<file path="config.mk">
export PLATFORM = sky130hd
export DESIGN_NAME = ksa8_sub_pipe
export DESIGN_NICKNAME = d
export VERILOG_FILES = /design/src/rtl/ksa8_sub_pipe.sv
export SDC_FILE = /design/constraint.sdc
export NUM_CORES = 1
export LEC_CHECK = 0
export BUFFER_PORTS_ARGS = -buffer_cell sky130_fd_sc_hd__buf_2
export CAP_MARGIN = 20
export CORE_MARGIN = 2
export CORE_UTILIZATION = 45
export DETAILED_ROUTE_END_ITERATION = 7
export PLACE_DENSITY_LB_ADDON = 0.15
export SLEW_MARGIN = 10
export SYNTH_ARGS = -nofsm -noshare
export SYNTH_HDL_FRONTEND = slang
export SYNTH_SLANG_ARGS = --single-unit
</file>
<file path="constraint.sdc">
create_clock -name clk -period 1.3 [get_ports clk]
set_clock_uncertainty 0.1 [all_clocks]
set_input_delay 0.26 -clock clk [delete_from_list [all_inputs] [get_ports clk]]
set_output_delay 0.26 -clock clk [all_outputs]
set_load 0.01 [all_outputs]
</file>
<file path="src/rtl/ksa8_sub_pipe.sv">
// rtl/ksa8_sub_pipe.sv - 3-stage pipelined 8-bit Kogge-Stone subtractor (a - b - bin)
// Each prefix level has one register stage. Valid/ready backpressure is carried through every stage.
module ksa8_sub_pipe #(
    parameter bit BORROW_IN_EN = 1'b1
) (
    input  logic       clk,
    input  logic       rst_n,
    input  logic       in_valid,
    output logic       in_ready,
    input  logic [7:0] a,
    input  logic [7:0] b,
    input  logic       bin,
    output logic       out_valid,
    input  logic       out_ready,
    output logic [7:0] diff,
    output logic       bout,
    output logic       ovf
);

    // S1: bit propagate, carry-in, span-2 group terms
    logic       v1_q, v1_d;
    logic [7:0] p1_q, p1_d;
    logic       cin1_q, cin1_d;
    logic [7:0] gg1_q, gg1_d;
    logic [5:0] pp1_q, pp1_d;

    // S2: span-4 group terms
    logic       v2_q, v2_d;
    logic [7:0] p2_q, p2_d;
    logic       cin2_q, cin2_d;
    logic [7:0] gg2_q, gg2_d;
    logic [3:0] pp2_q, pp2_d;

    // S3: final sum and flags
    logic       v3_q, v3_d;
    logic [7:0] diff_q, diff_d;
    logic       bout_q, bout_d;
    logic       ovf_q, ovf_d;

    logic       adv1, adv2, adv3;
    logic       cin;
    logic [7:0] bi, p, g, g_f, p_f, pp1_full, c;

    always_comb begin
        adv3     = ~v3_q | out_ready;
        adv2     = ~v2_q | adv3;
        adv1     = ~v1_q | adv2;
        in_ready = rst_n & adv1;

        // Level 1: carry-in folded into bit 0, so group P at bit 0 is 0
        bi    = ~b;
        cin   = ~(bin & BORROW_IN_EN);
        p     = a ^ bi;
        g     = a & bi;
        g_f   = {g[7:1], g[0] | (p[0] & cin)};
        p_f   = {p[7:1], 1'b0};
        gg1_d = g_f | (p_f & {g_f[6:0], 1'b0});
        pp1_d = p_f[7:2] & p_f[6:1];
        p1_d  = p;
        cin1_d = cin;
        v1_d  = adv1 ? in_valid : v1_q;
        if (!(adv1 && in_valid)) begin
            p1_d   = p1_q;
            cin1_d = cin1_q;
            gg1_d  = gg1_q;
            pp1_d  = pp1_q;
        end

        // Level 2
        pp1_full = {pp1_q, 2'b00};
        gg2_d    = gg1_q | (pp1_full & {gg1_q[5:0], 2'b00});
        pp2_d    = pp1_q[5:2] & pp1_q[3:0];
        p2_d     = p1_q;
        cin2_d   = cin1_q;
        v2_d     = adv2 ? v1_q : v2_q;
        if (!(adv2 && v1_q)) begin
            gg2_d  = gg2_q;
            pp2_d  = pp2_q;
            p2_d   = p2_q;
            cin2_d = cin2_q;
        end

        // Level 3 gives every carry; borrow is the inverted carry-out
        c      = gg2_q | ({pp2_q, 4'b0000} & {gg2_q[3:0], 4'b0000});
        diff_d = p2_q ^ {c[6:0], cin2_q};
        bout_d = ~c[7];
        ovf_d  = c[6] ^ c[7];
        v3_d   = adv3 ? v2_q : v3_q;
        if (!(adv3 && v2_q)) begin
            diff_d = diff_q;
            bout_d = bout_q;
            ovf_d  = ovf_q;
        end
    end

    always_ff @(posedge clk) begin
        if (!rst_n) begin
            v1_q   <= 1'b0;
            p1_q   <= '0;
            cin1_q <= 1'b0;
            gg1_q  <= '0;
            pp1_q  <= '0;
            v2_q   <= 1'b0;
            p2_q   <= '0;
            cin2_q <= 1'b0;
            gg2_q  <= '0;
            pp2_q  <= '0;
            v3_q   <= 1'b0;
            diff_q <= '0;
            bout_q <= 1'b0;
            ovf_q  <= 1'b0;
        end else begin
            v1_q   <= v1_d;
            p1_q   <= p1_d;
            cin1_q <= cin1_d;
            gg1_q  <= gg1_d;
            pp1_q  <= pp1_d;
            v2_q   <= v2_d;
            p2_q   <= p2_d;
            cin2_q <= cin2_d;
            gg2_q  <= gg2_d;
            pp2_q  <= pp2_d;
            v3_q   <= v3_d;
            diff_q <= diff_d;
            bout_q <= bout_d;
            ovf_q  <= ovf_d;
        end
    end

    assign out_valid = v3_q;
    assign diff      = diff_q;
    assign bout      = bout_q;
    assign ovf       = ovf_q;

endmodule
</file>
==> results.json, run 1 <==
{
  "area_growth_syn_to_layout_pct": 44.69,
  "vdd_drop_max_mv": 0.7080,
  "cap_violations": 0,
  "rr_worst_depth": 8,
  "core-area_um2": 5205,
  "synth_top_area_share_pct": 46.32,
  "die-area_um2": 6082,
  "min_period_ns": 1.593,
  "synth_warnings": 0,
  "reg2reg_to": "pp2_q[1]$_SDFFE_PN0P_",
  "vias_per_cell": 5.561,
  "cp.arrival_ns": 1.23,
  "place_hpwl_mm": 4.005,
  "dr.pass1.iters": 4,
  "syn_nets": 309,
  "cts_tree": "yes",
  "grt_pass1_vias": 2176,
  "max_freq_mhz": 627.7,
  "netlist_area_um2": 2464,
  "numPortBuffers": 32,
  "reg2reg_setup_slack_ns": -0.27,
  "worst_setup_path_end_kind": "output port",
  "yosysUniqueCellTypes": 31,
  "setup_viol": 53,
  "cpMaxStageDelayCell": "dfxtp_2",
  "post-route-period-util_pct": 122.5,
  "start_util_pct": 47.33,
  "violations": "negative setup slack",
  "syn-instance-count": 280,
  "synthTopCellsByArea": "dfxtp_1, a21oi_1, a211oi_1",
  "status": "finished with violations",
  "ys_seq_area_share_pct": 46.32,
  "worstPathCellList": "and3b_2 > buf_6 > a21oi_2 > buf_2",
  "final_common_cell": "dfxtp_1",
  "numCtsBuffers": 9,
  "antennaDiodeCount": 0,
  "clock-root-buffer": "clkbuf_8",
  "grt_use_total_pct": 21.40,
  "fin_util_pct": 68.49,
  "worst_path_largest_cell_delay_ns": 0.32,
  "slew_headroom_pct": 78.88,
  "yosysTopAreaCell": "dfxtp_1",
  "yosys_register_bits": 57,
  "worstMarginPinSlew_ns": 0.3168,
  "drv_slew": 0,
  "routed_wl_mm": 6.640,
  "num_vias": 2308,
  "cts_buffer_depth": 2,
  "post-place-ws_ns": -0.1194,
  "grt_pass1_wl_mm": 10.28,
  "insertion_delay_ns": 0.33,
  "antenna_found_initial": 0,
  "drc": 0,
  "endpoint": "in_ready",
  "layout_common_cells": "dfxtp_1, a21oi_1, buf_2, a21oi_2, nand2_1",
  "rsz0062_at_grt": "yes",
  "cts_hold_buf": 0,
  "hold_class": "in -> reg",
  "setup_ws_ns": -0.2931,
  "wl_per_cell_um": 16.00,
  "num_rows": 26,
  "hold_slack_ns": 0.04216,
  "crit_start": "v2_q$_SDFFE_PN0P_",
  "critPathKind": "reg -> out",
  "syn_avg_cell_area_um2": 8.799,
  "power_density_nw_per_um2": 1222,
  "critical_path.startpoint_type": "flip-flop",
  "hold_viol": 0,
  "final_nets": 370,
  "place_congestion": 0.7474,
  "cp.required_ns": 0.94,
  "htreeDepth": 3,
  "ant_nets": 0,
  "io_pins": 33,
  "grt_max_degree": 25,
  "dr.first_iter.drc_count": 141,
  "p_leak_nw": 1.433,
  "layout-drive-gt1-share_pct": 41.45,
  "fillers": 425,
  "dieHeight_um": 77.99,
  "cp_max_fo": 2,
  "dieWidth_um": 77.99,
  "clkTransAtPathRegs_ns": 0.06,
  "clock_sinks": 57,
  "grt.overflow.total": 0,
  "timing.rr.start": "v2_q$_SDFFE_PN0P_"
}
[per-stage QoR]
step / TNS (ns) / power (mW) / area, um2 / instances
floorplan: -0.1309 / 2.205 / 2469 / 280
global placement: -0.7484 / 2.362 / 2816 / 382
detailed placement: -1.077 / 2.369 / 2816 / 382
CTS: -7.381 / 4.290 / 3266 / 408
global route: -11.10 / 4.521 / 3565 / 415
finish: -8.716 / 4.354 / 3565 / 415
[cells in the mapped netlist (all sizes together)]
library cell and instances:
a21oi 57, dfxtp 57, o21ai 25, a211oi 19, nand2 19, nand3 19
inv 13, buf 12, clkbuf 11, nand4 11, ha 8, mux2i 7
xnor2 6, o22ai 3, xor2 3, nor2 2, a311oi 1, and2b 1
and3b 1, nand2b 1, nand3b 1, nand4b 1, nor2b 1, o2111ai 1
[worst min-delay path by stage]
stage	from	endpoint	slack (ns)	cells after the start
final	bin	cin1_q$_SDFFE_PN0P_	0.04	2
after global routing	bin	cin1_q$_SDFFE_PN0P_	0.04	2
after CTS	bin	cin1_q$_SDFFE_PN0P_	0.03	2
after detailed placement	p1_q[5]$_SDFFE_PN0P_	p1_q[5]$_SDFFE_PN0P_	0.36	2
after global placement	p1_q[3]$_SDFFE_PN0P_	p1_q[3]$_SDFFE_PN0P_	0.35	2
after floorplan	bin	cin1_q$_SDFFE_PN0P_	0.26	1
[flip-flops by register name (all words and copies together), names as in the netlist]
signal,flops
cin2_q,1
diff,8
p2_q,8
p1_q,8
gg2_q,8
v2_q,1
out_valid,1
pp2_q,4
ovf,1
bout,1
v1_q,1
pp1_q,6
cin1_q,1
gg1_q,8
[report_power, final]
group | switching, mW | internal (mW) | total [mW]
Clock | 0.691 | 1.23 | 1.92
Sequential | 0.0745 | 1.84 | 1.91
Combinational | 0.282 | 0.241 | 0.523
[what timing repair did]
item | 4_1_cts | 5_1_grt
setup buffers | 8 | 8
gates cloned | 3 | 2
pin swaps | 22 | 19
setup endpoints to repair | 12 | 58
resized for setup | 41 | 64
[kinds of logic after synthesis]
kind of cell	share of synthesized area [%]
and+or+nand+nor	12.04
adders and majority gates	4.063
AOI/OAI and AO/OA	24.58
buffers and inverters	6.958
DFF	46.32
xor gates and xnor gates	3.200
muxes	2.844
[worst max-delay path: cells and delay by family, from the launching register on]
family	cells	cell delay (ns)
compound gates	1	0.10
simple gates	1	0.22
buf+inv	2	0.27
flops	1	0.32
[metal layers]
layer | wire length [um] | share of wire, % | vias up | GRT usage, %
met3 | 235 | 3.5 | 13 | 4.302
met2 | 3206 | 48 | 63 | 35.43
li1 | - | - | 1138 | -
met1 | 3062 | 46 | 1094 | 27.21
met4 | 136 | 2.0 | 0 | 8.772
met5 | 0 | 0 | - | 0
[layout make-up]
cell class              instances  area [um2]  share of cell area [%]
inverters                      13       51.30                   1.439
clock buffers                  13       168.9                   4.739
repair buffers                 73       664.4                   18.64
multi-input cells             187        1389                   38.96
well taps                      70       87.58                   2.457
flip-flops and latches         57        1144                   32.08
clock inverters                 2       60.06                   1.685
(Power assumes the default switching activity.)
==> inputs of run 2 (changes only) <==
- GPL_TIMING_DRIVEN: default -> 0
==> results.json, run 2 (synthesis results as in run 1) <==
{
  "dr.first_iter.drc_count": 99,
  "power_frac_comb_pct": 10.9,
  "slew_headroom_pct": 62.03,
  "cts_hold_buf": 0,
  "cts_tree": "yes",
  "layout_common_cells": "dfxtp_1, a21oi_1, buf_2, nand2_1, nand3_1",
  "critical_path.startpoint_type": "flip-flop",
  "ant_nets": 0,
  "area_growth_syn_to_layout_pct": 29.51,
  "cp.required_ns": 0.94,
  "hold_viol": 0,
  "violations": "negative setup slack",
  "fillers": 488,
  "seqPwrFrac_pct": 44.5,
  "dr.pass1.iters": 4,
  "cap_violations": 0,
  "start_util_pct": 47.33,
  "die-area_um2": 6082,
  "htreeDepth": 3,
  "clkPwrFrac_pct": 44.6,
  "grt_use_total_pct": 23.42,
  "dpl.cell_count": 380,
  "power_density_nw_per_um2": 1337,
  "regArea_um2": 1146,
  "num_rows": 26,
  "clkTransAtPathRegs_ns": 0.07,
  "intPower_mw": 3.216,
  "max_freq_mhz": 592.2,
  "routed_wl_mm": 6.480,
  "dieWidth_um": 77.99,
  "critPathKind": "reg -> out",
  "place_hpwl_mm": 4.361,
  "grt_pass1_wl_mm": 10.88,
  "finalSetupTns_ns": -9.522,
  "clock_sinks": 57,
  "clock-root-buffer": "clkbuf_8",
  "p_sw_share_pct": 24.64,
  "antennaDiodeCount": 0,
  "status": "finished with violations",
  "stdcell_count": 406,
  "dieHeight_um": 77.99,
  "wl_per_cell_um": 15.96,
  "core-area_um2": 5205,
  "power_mw": 4.267,
  "setup_viol": 39,
  "numPortBuffers": 30,
  "worstMarginPinSlew_ns": 0.5696,
  "num_vias": 2189,
  "insertion_delay_ns": 0.34,
  "grt_max_degree": 11,
  "drc": 0,
  "rsz0062_at_grt": "yes",
  "final_nets": 360,
  "grt_pass1_vias": 2206,
  "vias_per_cell": 5.392,
  "p_leak_nw": 1.265,
  "vdd_drop_max_mv": 1.080,
  "grt.overflow.total": 0,
  "switchingPower_mw": 1.051,
  "cp_max_fo": 3,
  "numCtsBuffers": 9,
  "cp.arrival_ns": 1.33,
  "post-route-period-util_pct": 129.9,
  "hold_class": "in -> reg",
  "fin_util_pct": 61.30,
  "layout-drive-gt1-share_pct": 27.98,
  "worst_setup_path_end_kind": "output port",
  "drv_slew": 0,
  "antenna_found_initial": 0,
  "io_pins": 33,
  "cts_buffer_depth": 2,
  "min_period_ns": 1.689,
  "setup_ws_ns": -0.3887,
  "multiInputGateArea_um2": 1217,
  "place_congestion": 0.8728,
  "final_common_cell": "dfxtp_1"
}
run 2: routing by layer:
layer | routed length [um] | global-route usage [%] | vias up
li1 | - | - | 1115
met1 | 2937 | 29.44 | 1008
met2 | 3155 | 38.45 | 56
met3 | 299 | 7.326 | 10
met4 | 87 | 7.193 | 0
met5 | 0 | 0 | -
run 2: cell type report:
type,instances,area share [%]
sequential,57,35.92
inverter,13,1.529
buffer,21,4.667
clock buffer,11,4.745
multi-input combinational,187,38.16
timing repair buffer,42,9.804
clock inverter,5,2.431
tap,70,2.745
run 2: final timing paths:
kind | slack [ns] | startpoint | depth (start not counted) | end
max reg2reg | -0.36 | out_valid$_SDFFE_PN0P_ | 5 | pp1_q[3]$_SDFFE_PN0P_
max | -0.39 | out_valid$_SDFFE_PN0P_ | 4 | in_ready
min reg2reg | 0.36 | p1_q[0]$_SDFFE_PN0P_ | 2 | p1_q[0]$_SDFFE_PN0P_
min | 0.04 | bin | 2 | cin1_q$_SDFFE_PN0P_
run 2: worst max-delay path, cell delays in order, from the launching register on:
cell	delay (ns)
dfxtp_4	0.34
and3b_2	0.24
clkbuf_16	0.15
a21oi_2	0.11
buf_2	0.14
run 2: repair_timing:
item                                   in CTS  in global routing
resized for setup                          40                 17
buffers inserted                            7                  2
pin swaps                                   7                  6
setup endpoints to repair                  54                 57
endpoints found under the hold margin       0                  0
gates cloned                                3                  0
run 2: power by group through the flow:
stage | Clock, mW | Combinational, mW | Sequential [mW]
detailed placement | 0 | 0.406 | 1.94
global route | 2.01 | 0.520 | 1.91
finish | 1.90 | 0.465 | 1.90
global placement | 0 | 0.402 | 1.94
CTS | 1.91 | 0.451 | 1.90
floorplan | 0 | 0.278 | 1.93
run 2: through the flow:
step | setup WS (ns) | hold slack [ns] | cell area (um2)
2_1_floorplan | -0.01982 | 0.2566 | 2469
3_3_place_gp | -0.2573 | 0.3487 | 2706
3_5_place_dp | -0.2664 | 0.3569 | 2706
4_1_cts | -0.4177 | 0.01973 | 3156
6_report | -0.3887 | 0.03526 | 3191
5_1_grt | -0.4644 | 0.02674 | 3191
==> inputs of run 3 (changes only) <==
--- a/config.mk
+++ b/config.mk
@@ -9,5 +9,5 @@
 export CAP_MARGIN = 20
 export CORE_MARGIN = 2
-export CORE_UTILIZATION = 45
+export CORE_UTILIZATION = 50
 export DETAILED_ROUTE_END_ITERATION = 7
 export GPL_TIMING_DRIVEN = 0
==> constraint.sdc (replaced) <==
create_clock -name clk -period 1.3 [get_ports clk]
set_clock_uncertainty 0.1 [all_clocks]
set_input_delay 0.065 -clock clk [delete_from_list [all_inputs] [get_ports clk]]
set_output_delay 0.065 -clock clk [all_outputs]
set_load 0.01 [all_outputs]
==> results.json, run 3 (synthesis results as in run 1) <==
{
  "hold_end": "gg1_q[1]$_SDFFE_PN0P_",
  "grt_pass1_wl_mm": 10.29,
  "grt.overflow.total": 0,
  "power_density_nw_per_um2": 1155,
  "power_mw": 3.820,
  "critPathKind": "reg -> reg",
  "vdd_drop_max_mv": 0.7211,
  "num_vias": 2303,
  "fillers": 383,
  "placed_area_um2": 2699,
  "p_leak_nw": 1.286,
  "worstMarginPinSlew_ns": 0.6554,
  "cp.arrival_ns": 1.67,
  "rsz0062_at_grt": "yes",
  "wl_per_cell_um": 16.05,
  "setup_ws_ns": -0.2028,
  "htreeDepth": 3,
  "reg2reg_to": "pp1_q[1]$_SDFFE_PN0P_",
  "cts_tree": "yes",
  "antennaDiodeCount": 0,
  "status": "finished with violations",
  "insertion_delay_ns": 0.34,
  "worst_setup_path_end_kind": "flip-flop",
  "ant_nets": 0,
  "numPortBuffers": 30,
  "clkTransAtPathRegs_ns": 0.06,
  "grt_pass1_vias": 2108,
  "start_util_pct": 52.16,
  "final_nets": 368,
  "dr.pass1.iters": 4,
  "critical_path.startpoint_type": "flip-flop",
  "dieWidth_um": 74.20,
  "dieHeight_um": 74.20,
  "hold_slack_ns": 0.01399,
  "layout-drive-gt1-share_pct": 34.11,
  "layout_common_cells": "dfxtp_1, a21oi_1, buf_2, nand2_1, a211oi_1",
  "cp_top_family": "flip-flops",
  "min_period_ns": 1.503,
  "worst_path_largest_cell_delay_ns": 0.34,
  "fin_area_um2": 3308,
  "min-delay-start": "in_valid",
  "setup_viol": 43,
  "grt_max_degree": 11,
  "cp_max_fo": 5,
  "violations": "negative setup slack",
  "grt_use_total_pct": 25.52,
  "place_hpwl_mm": 4.207,
  "clock-root-buffer": "clkbuf_8",
  "finalSetupTns_ns": -4.763,
  "final_common_cell": "dfxtp_1",
  "routed_wl_mm": 6.581,
  "stdcell_count": 410,
  "max_freq_mhz": 665.4,
  "hold_viol": 0,
  "timing.rr.start": "out_valid$_SDFFE_PN0P_",
  "cp.required_ns": 1.47,
  "core-area_um2": 4723,
  "fin_util_pct": 70.04,
  "reg2reg_setup_slack_ns": -0.20,
  "rr_worst_depth": 5,
  "dr.first_iter.drc_count": 108,
  "numCtsBuffers": 9,
  "post-place-ws_ns": -0.1628,
  "cts_buffer_depth": 2,
  "hold_class": "in -> reg",
  "post-route-period-util_pct": 115.6,
  "drv_slew": 0,
  "clock_sinks": 57,
  "area_growth_syn_to_layout_pct": 34.28,
  "cp.buffers_inverters": 2,
  "cpMaxStageDelayCell": "dfxtp_4",
  "place_congestion": 0.8328,
  "slew_headroom_pct": 56.31,
  "dpl.cell_count": 377,
  "antenna_found_initial": 0,
  "io_pins": 33,
  "die-area_um2": 5505,
  "num_rows": 25,
  "vias_per_cell": 5.617,
  "cap_violations": 0,
  "drc": 0,
  "worstPathCellList": "and3b_2 > buf_6 > a21oi_4 > buf_8 > mux2i_2",
  "holdPathStages": 3
}
-- run 3: final cells by class --
| type | instances | area (um2) | share of cell area, % |
|---|---|---|---|
| multi-input cells | 187 | 1336 | 40.39 |
| flip-flops and latches | 57 | 1146 | 34.64 |
| repair buffers | 50 | 350.3 | 10.59 |
| plain buffers | 21 | 177.7 | 5.371 |
| clock buffers | 11 | 141.4 | 4.274 |
| well taps | 67 | 83.83 | 2.534 |
| inverters | 13 | 52.55 | 1.589 |
| clock inverters | 4 | 20.02 | 0.6051 |
-- run 3: worst max-delay path by stage --
stage | from | endpoint | slack [ns] | cells past startpoint
after global placement | v1_q$_SDFFE_PN0N_ | gg1_q[6]$_SDFFE_PN0P_ | -0.16 | 5
after detailed placement | out_valid$_SDFFE_PN0P_ | pp1_q[1]$_SDFFE_PN0P_ | -0.16 | 5
final | out_valid$_SDFFE_PN0P_ | pp1_q[1]$_SDFFE_PN0P_ | -0.20 | 5
after global routing | out_valid$_SDFFE_PN0P_ | pp1_q[1]$_SDFFE_PN0P_ | -0.26 | 5
after CTS | out_valid$_SDFFE_PN0P_ | in_ready | -0.23 | 5
after floorplan | out_valid$_SDFFE_PN0P_ | pp1_q[2]$_SDFFE_PN0P_ | -0.02 | 5
-- run 3: where the power goes --
group          internal (mW)  total [mW]  switching, mW
clock network          0.718        1.41          0.694
logic                  0.223       0.502          0.279
registers               1.84        1.91         0.0691
-- run 3: metal layers --
metal	GRT usage [%]	part of all wire [%]	up-vias
met2	41.77	47	83
met3	8.672	5.7	22
met1	30.19	44	1058
li1	-	-	1140
met4	11.92	3.4	0
met5	0	0	-
-- run 3: repair_timing --
| action | in CTS | in global routing |
|---|---|---|
| hold buffers | 4 | 0 |
| resized for setup | 62 | 28 |
| pin swaps | 12 | 10 |
| buffers inserted | 9 | 4 |
| endpoints found under the hold margin | 4 | 0 |
| endpoints found under the setup margin | 53 | 46 |
| gates cloned | 2 | 1 |
-- run 3: tightest hold or removal path, cell delays in order --
cell and delay, ns:
buf_2 0.15, a21oi_1 0.13, a311oi_1 0.06
